File: src/rtl/serial_add_sub_ctrl.sv
// -----------------------------------------------------------------------------
// serial_add_sub_ctrl
//
// Bit-serial two's-complement adder/subtractor. A single full adder is
// time-shared across all WIDTH bits, one bit per clock, LSB first. A
// start/busy/done handshake sequences each operation: an operation occupies
// WIDTH+2 cycles from the start edge to the earliest next start edge.
//
// Subtraction is A + ~B + 1: B is inverted when it is loaded and the carry
// flop is preset to 1.
//
// Ports:
//   clk_i       clock, all state updates on the rising edge
//   rst_ni      synchronous active-low reset
//   start_i     request a new operation (sampled only in IDLE)
//   sub_i       0 = A+B, 1 = A-B (sampled with start_i)
//   a_i, b_i    operands (sampled with start_i)
//   busy_o      high while an operation is in progress (RUN or DONE)
//   done_o      one-cycle pulse: result/flags were just updated
//   result_o    last completed sum/difference, held until the next completion
//   carry_o     carry out of the MSB (for subtract: 1 = no borrow)
//   overflow_o  signed overflow of the last completed operation
// -----------------------------------------------------------------------------

module full_adder (
    input  logic a_i,
    input  logic b_i,
    input  logic c_in,
    output logic sum_o,
    output logic carry_o
);
    assign sum_o   = a_i ^ b_i ^ c_in;
    assign carry_o = (a_i & b_i) | (a_i & c_in) | (b_i & c_in);
endmodule

module serial_add_sub_ctrl #(
    parameter int WIDTH = 4
) (
    input  logic             clk_i,
    input  logic             rst_ni,
    input  logic             start_i,
    input  logic             sub_i,
    input  logic [WIDTH-1:0] a_i,
    input  logic [WIDTH-1:0] b_i,
    output logic             busy_o,
    output logic             done_o,
    output logic [WIDTH-1:0] result_o,
    output logic             carry_o,
    output logic             overflow_o
);
    localparam int CNT_W = (WIDTH > 2) ? $clog2(WIDTH) : 1;
    localparam logic [CNT_W-1:0] LAST_BIT    = CNT_W'(WIDTH - 1);
    localparam logic [CNT_W-1:0] PRE_MSB_BIT = CNT_W'(WIDTH - 2);

    typedef enum logic [1:0] {
        IDLE = 2'd0,
        RUN  = 2'd1,
        DONE = 2'd2
    } state_t;

    state_t           state_q, state_d;
    logic [WIDTH-1:0] opa_q, opb_q, acc_q;
    logic             cy_q, cy_msb_in_q;
    logic [CNT_W-1:0] cnt_q;
    logic             fa_sum, fa_carry;

    // The only arithmetic element: adds bit 0 of both shifters with the
    // running carry.
    full_adder u_fa (
        .a_i     (opa_q[0]),
        .b_i     (opb_q[0]),
        .c_in    (cy_q),
        .sum_o   (fa_sum),
        .carry_o (fa_carry)
    );

    // ---------------------------------------------------------------- FSM
    // NOTE: sequential state uses non-blocking (<=) so every flop samples
    // the pre-edge values of its neighbours, independent of block order.
    always_ff @(posedge clk_i) begin
        if (!rst_ni) state_q <= IDLE;
        else         state_q <= state_d;
    end

    // NOTE: next state is defaulted first so every path assigns it and no
    // latch is inferred.
    always_comb begin
        state_d = state_q;
        case (state_q)
            IDLE:    if (start_i) state_d = RUN;
            RUN:     if (cnt_q == LAST_BIT) state_d = DONE;
            DONE:    state_d = IDLE;
            default: state_d = IDLE;
        endcase
    end

    // ----------------------------------------------------------- datapath
    always_ff @(posedge clk_i) begin
        if (!rst_ni) begin
            opa_q       <= '0;
            opb_q       <= '0;
            acc_q       <= '0;
            cy_q        <= 1'b0;
            cy_msb_in_q <= 1'b0;
            cnt_q       <= '0;
            busy_o      <= 1'b0;
            done_o      <= 1'b0;
            result_o    <= '0;
            carry_o     <= 1'b0;
            overflow_o  <= 1'b0;
        end else begin
            case (state_q)
                IDLE: begin
                    if (start_i) begin
                        opa_q  <= a_i;
                        opb_q  <= b_i ^ {WIDTH{sub_i}};
                        cy_q   <= sub_i;
                        cnt_q  <= '0;
                        busy_o <= 1'b1;
                    end
                end
                RUN: begin
                    acc_q <= {fa_sum, acc_q[WIDTH-1:1]};
                    opa_q <= opa_q >> 1;
                    opb_q <= opb_q >> 1;
                    cy_q  <= fa_carry;
                    cnt_q <= cnt_q + 1'b1;
                    // Carry into the MSB; compared with the MSB carry-out
                    // it yields signed overflow.
                    if (cnt_q == PRE_MSB_BIT) cy_msb_in_q <= fa_carry;
                    if (cnt_q == LAST_BIT) begin
                        result_o   <= {fa_sum, acc_q[WIDTH-1:1]};
                        carry_o    <= fa_carry;
                        overflow_o <= fa_carry ^ cy_msb_in_q;
                        done_o     <= 1'b1;
                    end
                end
                DONE: begin
                    done_o <= 1'b0;
                    busy_o <= 1'b0;
                end
                default: begin
                    done_o <= 1'b0;
                    busy_o <= 1'b0;
                end
            endcase
        end
    end
endmodule

File: config.mk
export PLATFORM = sky130hd
export DESIGN_NAME = serial_add_sub_ctrl
export DESIGN_NICKNAME = d
export VERILOG_FILES = /design/src/rtl/serial_add_sub_ctrl.sv
export SDC_FILE = /design/constraint.sdc
export NUM_CORES = 1
export LEC_CHECK = 0
export BUFFER_PORTS_ARGS = -buffer_cell sky130_fd_sc_hd__buf_2
export CAP_MARGIN = 0
export CORE_ASPECT_RATIO = 0.75
export CORE_MARGIN = 1.5
export CORE_UTILIZATION = 40
export CTS_CLUSTER_DIAMETER = 50
export DETAILED_ROUTE_END_ITERATION = 12
export SYNTH_ARGS = -nofsm -noshare
export SYNTH_HDL_FRONTEND = slang
export SYNTH_SLANG_ARGS = --single-unit
File: constraint.sdc
create_clock -name clk_i -period 1.2 [get_ports clk_i]
set_input_delay 0.3 -clock clk_i [delete_from_list [all_inputs] [get_ports clk_i]]
set_output_delay 0.3 -clock clk_i [all_outputs]
set_load 0.05 [all_outputs]
* Word-level counts from Yosys, hierarchy flattened
Cells that the tools add are included.
** Word-level totals
- Flip-flop bits (word level) :: 26
- Latch bits :: 0
- RAM bits :: 0
- Bits in read-only memories :: 0
- Bits of input ports :: 12
- Output and inout bits :: 8
- Logic and storage cells :: 52
- Memories kept :: 0
** Operators by class
- Add/sub/neg operators :: 1
- Multipliers :: 0
- Div/mod/pow operators :: 0
- Magnitude comparators :: 0
- Equality and inequality tests :: 5
- Shifts and indexed selects :: 0
- Mux-type cells :: 15
- Bitwise logic cells :: 11
- Reductions and logical operators :: 8
** Operators by type and width (number)
- 4-bit one-hot mux with 2 select lines :: 2
- 2-bit AND reduction :: 6
- 4-bit 2-to-1 mux :: 2
- 2-bit one-hot mux with 2 select lines :: 2
- 2-bit 2-to-1 mux :: 3
- 1-bit one-hot mux with 2 select lines :: 3
- 2-bit == test (second input constant) :: 2
- 2-bit != test (second input constant) :: 2
- 4-bit XOR :: 1
- 1-bit AND :: 3
- 1-bit 2-to-1 mux :: 3
- 1-bit XOR :: 3
- 2-bit by 1-bit adder with 2-bit output (second input constant) :: 1
- 2-bit by 1-bit == test with 1-bit output (second input constant) :: 1
- 2-bit logical NOT :: 1
- 1-bit NOT :: 2
- 1-bit OR :: 2
- 2-bit nonzero test :: 1

* Longest topological paths before layout
- Word-level depth :: 4
- Depth in mapped cells :: 5
- Mapped depth without buffers :: 5

* Cells and area by module
Synthesis repeated with hierarchy kept, for this count alone.
** Second synthesis, totals
- Cell total of the unflattened synthesis :: 117
- Area, all modules :: 1186.1 um^2
** By module, submodules not included
- serial_add_sub_ctrl :: times used 1, cells each 116, area an instance 1166.1 um^2, sequential area each 500.5 um^2
- full_adder :: times used 1, cells each 1, area an instance 20.0 um^2, sequential area each 0.0 um^2

* Worst setup path after synthesis
Ideal clock, no wire load.
- Path type :: register -> register
- From :: register cy_q
- To :: register overflow_o
- Arrival :: 1.107 ns
- Slack :: -0.025 ns
- Cell stages (with the launch flop) :: 5
- Buffers on the path :: 0
- Cell sequence :: dfxtp_1 fa_1 xor2_1 nor2_1 nor3_2
** Between the ends
- Cells in the longest elaborated chain, start to end :: 4
** Ends and longest elaborated chain
- from (decl) :: line 63 : logic cy_q, cy_msb_in_q;
- from (signal assigned) :: line 117 : cy_q <= sub_i;
- from (signal assigned) :: line 126 : cy_q <= fa_carry;
- 1-bit AND :: line 33 : assign carry_o = (a_i & b_i) | (a_i & c_in) | (b_i & c_in);
- 1-bit OR :: line 33
- 1-bit OR (*) :: line 33
- net fa_carry :: line 65 : logic fa_sum, fa_carry;
- 1-bit XOR (*) :: line 134 : overflow_o <= fa_carry ^ cy_msb_in_q;
- to (signal assigned) :: line 134
- to (decl) :: line 49 : output logic overflow_o
Mark *: on every way through the listed nets, which the timed path passes. The rest lies on a longest branch.
A chain may end at the register's enable or synchronous reset.

* Worst setup path in the final report
- From :: register opa_q[0]
- To :: register overflow_o
** Between the ends
- Cells in the longest elaborated chain, start to end :: 4
** Ends and longest elaborated chain
- from (decl) :: line 62 : logic [WIDTH-1:0] opa_q, opb_q, acc_q;
- from (signal assigned) :: line 115 : opa_q <= a_i;
- from (signal assigned) :: line 124 : opa_q <= opa_q >> 1;
- 1-bit AND :: line 33
- 1-bit OR (*) (2 in series) :: line 33
- net fa_carry :: line 65
- 1-bit XOR (*) :: line 134
Marks and branches as above.

==> flow_summary_export.csv <==
group,metric,value,unit
setup_path,required,1350,ps
logic_synthesis,synthAdderAreaFrac,0.0397,
clocking,tritoncts,"done",
clocking,clock_path_buffers,2,
die,initial_core_util,0.429,
power,clkPwrFrac,0.300,
sta,tightest_slew,330,ps
logic_synthesis,yosys.area.top_type,"dfxtp_1",
logic_synthesis,yosys-mux-area-fraction,0,
clocking,insertion_delay,260,ps
final_layout,areaGrowthSynthToFinish,19.6,%
logic_synthesis,synthCells,129,
die,die_x,64.5,um
sta,grt_setup_unrepaired,"true",
logic_synthesis,ys_ff_latch,25,
power,p_leak,0.547,nW
routing,drc,0,
routing,vias,950,
routing,wire_per_inst,12.0,um
setup_path,crit_family,"adder cells",
logic_synthesis,avgSynthCellArea,8.79,um2
power,p_int,0.00121,W
sta,setup_viol,0,
die,rows,16,
logic_synthesis,synth_top_family_by_area,"compound AO/OA/AOI/OAI gates",
die,dieHeight,49.1,um
clocking,cts_hold_repair.buffers,0,
routing,dr.first_iter.drc_count,57,
sta,fin_crit_sh,0.999,
sta,slew_viol_final,0,
placement,place.gp.congestion,0.710,
routing,drt_pass1_iterations,4,
routing,postRouteAntennaNets,0,
setup_path,worstPathBufferInverterCount,0,
die,core-area,2640,um2
clocking,cts_made_buffers,3,
logic_synthesis,synthSimpleGateAreaFrac,0.188,
setup_path,crit_path_start_kind,"register",
die,ioPinCount,20,
hold_path,hold_class,"in2reg",
sta,fmax,834,MHz
setup_path,worstPathCellList,"fa_2 -> xor2_1 -> nor2_1 -> nor3_2",
flow_run,cap_violations,0,
global_route,grt_max_degree,20,
logic_synthesis,yosysSeqAreaShare,0.442,
power,p_comb_frac,0.143,
sta,slew_headroom,0.780,
sta,clock_skew,6.82,ps
global_route,antenna_found_initial,0,
power,swShare,0.256,
logic_synthesis,synth_area_leaders,"dfxtp_1 (44%), a21oi_1 (6.6%), nand2_1 (6.0%)",
logic_synthesis,synth_top_area_frac,0.442,
global_route,first_global_vias,822,
setup_path,slowest_delay,410,ps
power,power_switching,0.000416,W
final_layout,antenna_cells,0,
clocking,cts_max_level,1,
logic_synthesis,syn_nets,144,
power,power_density,1200,nW/um2
setup_path,crit_arrival,1350,ps
logic_synthesis,synth_cell_types,32,
routing,wl,2270,um
outcome,status,"complete, no violations",
logic_synthesis,synth_xor_area_frac,0.0386,
routing,viasPerCell,5.05,
clocking,cts-root-buf,"clkbuf_8",
placement,dp_hpwl,1690,um
global_route,grt_usage,0.153,
power,power,0.00163,W
power,seqPwrFrac,0.557,
power,vdd_drop_max,670,uV
sta,hold_viol,0,
global_route,grt_pass1_wl,3740,um
placement,portBuffers,19,
global_route,overflow,0,
logic_synthesis,synth_area,1130,um2
setup_path,timing_worst_setup_path_type,"reg2reg",
logic_synthesis,yosys_warnings,0,
final_layout,nNetsFinal,168,
clocking,clock_sinks,25,
sta,period_needed,1200,ps
sta,hold_slack,323,ps
setup_path,worst-path-max-fanout,3,
logic_synthesis,synth_compound_area_frac,0.212,
die,die_area,3170,um2
setup_path,crit_slowest_cell,"fa_2",
final_layout,drive_gt1_frac,0.289,
clocking,clkSlewWorstSetupHoldPaths,90,ps
setup_path,endpoint_kind,"register",
## kinds of logic after synthesis
| family | count (synthesis) |
|---|---|
| compound gates | 38 |
| flops | 25 |
| fa+ha+maj | 3 |
| simple gates | 42 |
| buf+inv | 16 |
| xor+xnor | 5 |
## cell usage after synthesis
master     instances
o31ai_1            1
nand2_1           18
nand2b_1           2
nor3_2             1
fa_1               1
a22oi_1            4
o221ai_1           4
a21oi_2            1
or3b_1             2
and2b_4            1
buf_4              3
a2bb2oi_1          1
dfxtp_1           25
inv_2              1
a211oi_1           1
inv_1              6
and2b_1            1
buf_6              2
ha_1               2
o21bai_2           1
a221oi_1           1
nand3_1            7
xor2_1             5
nand3b_1           1
and4bb_2           1
o21ai_1            5
nor2_1             7
buf_2              4
o21ai_0            2
o22ai_1            2
nor2b_1            1
a21oi_1           15
## routing by layer
layer / wire length, um / global-route usage / vias to the layer above
met1: 1130 / 0.213 / 435
li1: - / - / 493
met2: 1020 / 0.233 / 20
met5: 0 / 0 / -
met4: 13 / 0.0319 / 0
met3: 101 / 0.0508 / 2
## state kept, by name, summed over array words and instances (netlist names), 2 cells and up
signal and count:
opa_q 4, opb_q 4, result_o 4, acc_q 3, cnt_q 2, state_q 2
## worst min-delay path, stage by stage
cell and delay (ps):
buf_2 80, xor2_1 50, nand2_1 60, o21ai_1 50
## cells in the final DEF, fill, tap and decap left out, types with 6 or more instances in the layout
cell type  instances
buf_2             13
buf_4             10
dfxtp_1           20
inv_1              6
nor2_1             7
nand3_1            7
nand2_1           18
a21oi_1           15
## power groups by stage
stage               Sequential, W  Clock, W  Combinational [W]
floorplan                0.000923         0           0.000161
global placement         0.000921         0           0.000223
detailed placement       0.000923         0           0.000230
CTS                      0.000903  0.000509           0.000231
global route             0.000912  0.000552           0.000260
finish                   0.000905  0.000488           0.000232
## through the flow
| step | util | TNS, ps | instances | instance area, um2 | worst slack, ps |
|---|---|---|---|---|---|
| finish | 0.513 | 0 | 188 | 1360 | 0.940 |
| global route | 0.513 | -156 | 188 | 1360 | -62.3 |
| CTS | 0.501 | 0 | 188 | 1330 | 3.81 |
| detailed placement | 0.484 | 0 | 184 | 1280 | 15.0 |
| global placement | 0.484 | 0 | 184 | 1280 | 32.9 |
| floorplan | - | 0 | 129 | 1140 | 45.1 |
## worst paths after layout
path / from / endpoint / slack (ps) / cells after the start
hold reg to reg: result_o[0]$_SDFFE_PN0P_ / result_o[0]$_SDFFE_PN0P_ / 460 / 2
hold / removal: b_i[2] / opb_q[2]$_SDFFE_PN0P_ / 320 / 4
setup / recovery: opa_q[0]$_SDFFE_PN0P_ / overflow_o$_SDFFE_PN0P_ / 0.9 / 4
setup reg to reg: opa_q[0]$_SDFFE_PN0P_ / overflow_o$_SDFFE_PN0P_ / 0.9 / 4
## cell type report
class	instances	area (um2)
clock inverters	1	5.00
fillers	264	1290
multi-input cells	88	552
inverters	7	26.3
clock buffers	3	41.3
flip-flops and latches	25	509
well taps	36	45.0
repair buffers	28	178
## repair_timing
item                       4_1_cts  5_1_grt
resized for setup                0       14
setup endpoints to repair        0       18
buffers inserted                 0        0
No activity file was read; power rests on OpenSTA's default activity.
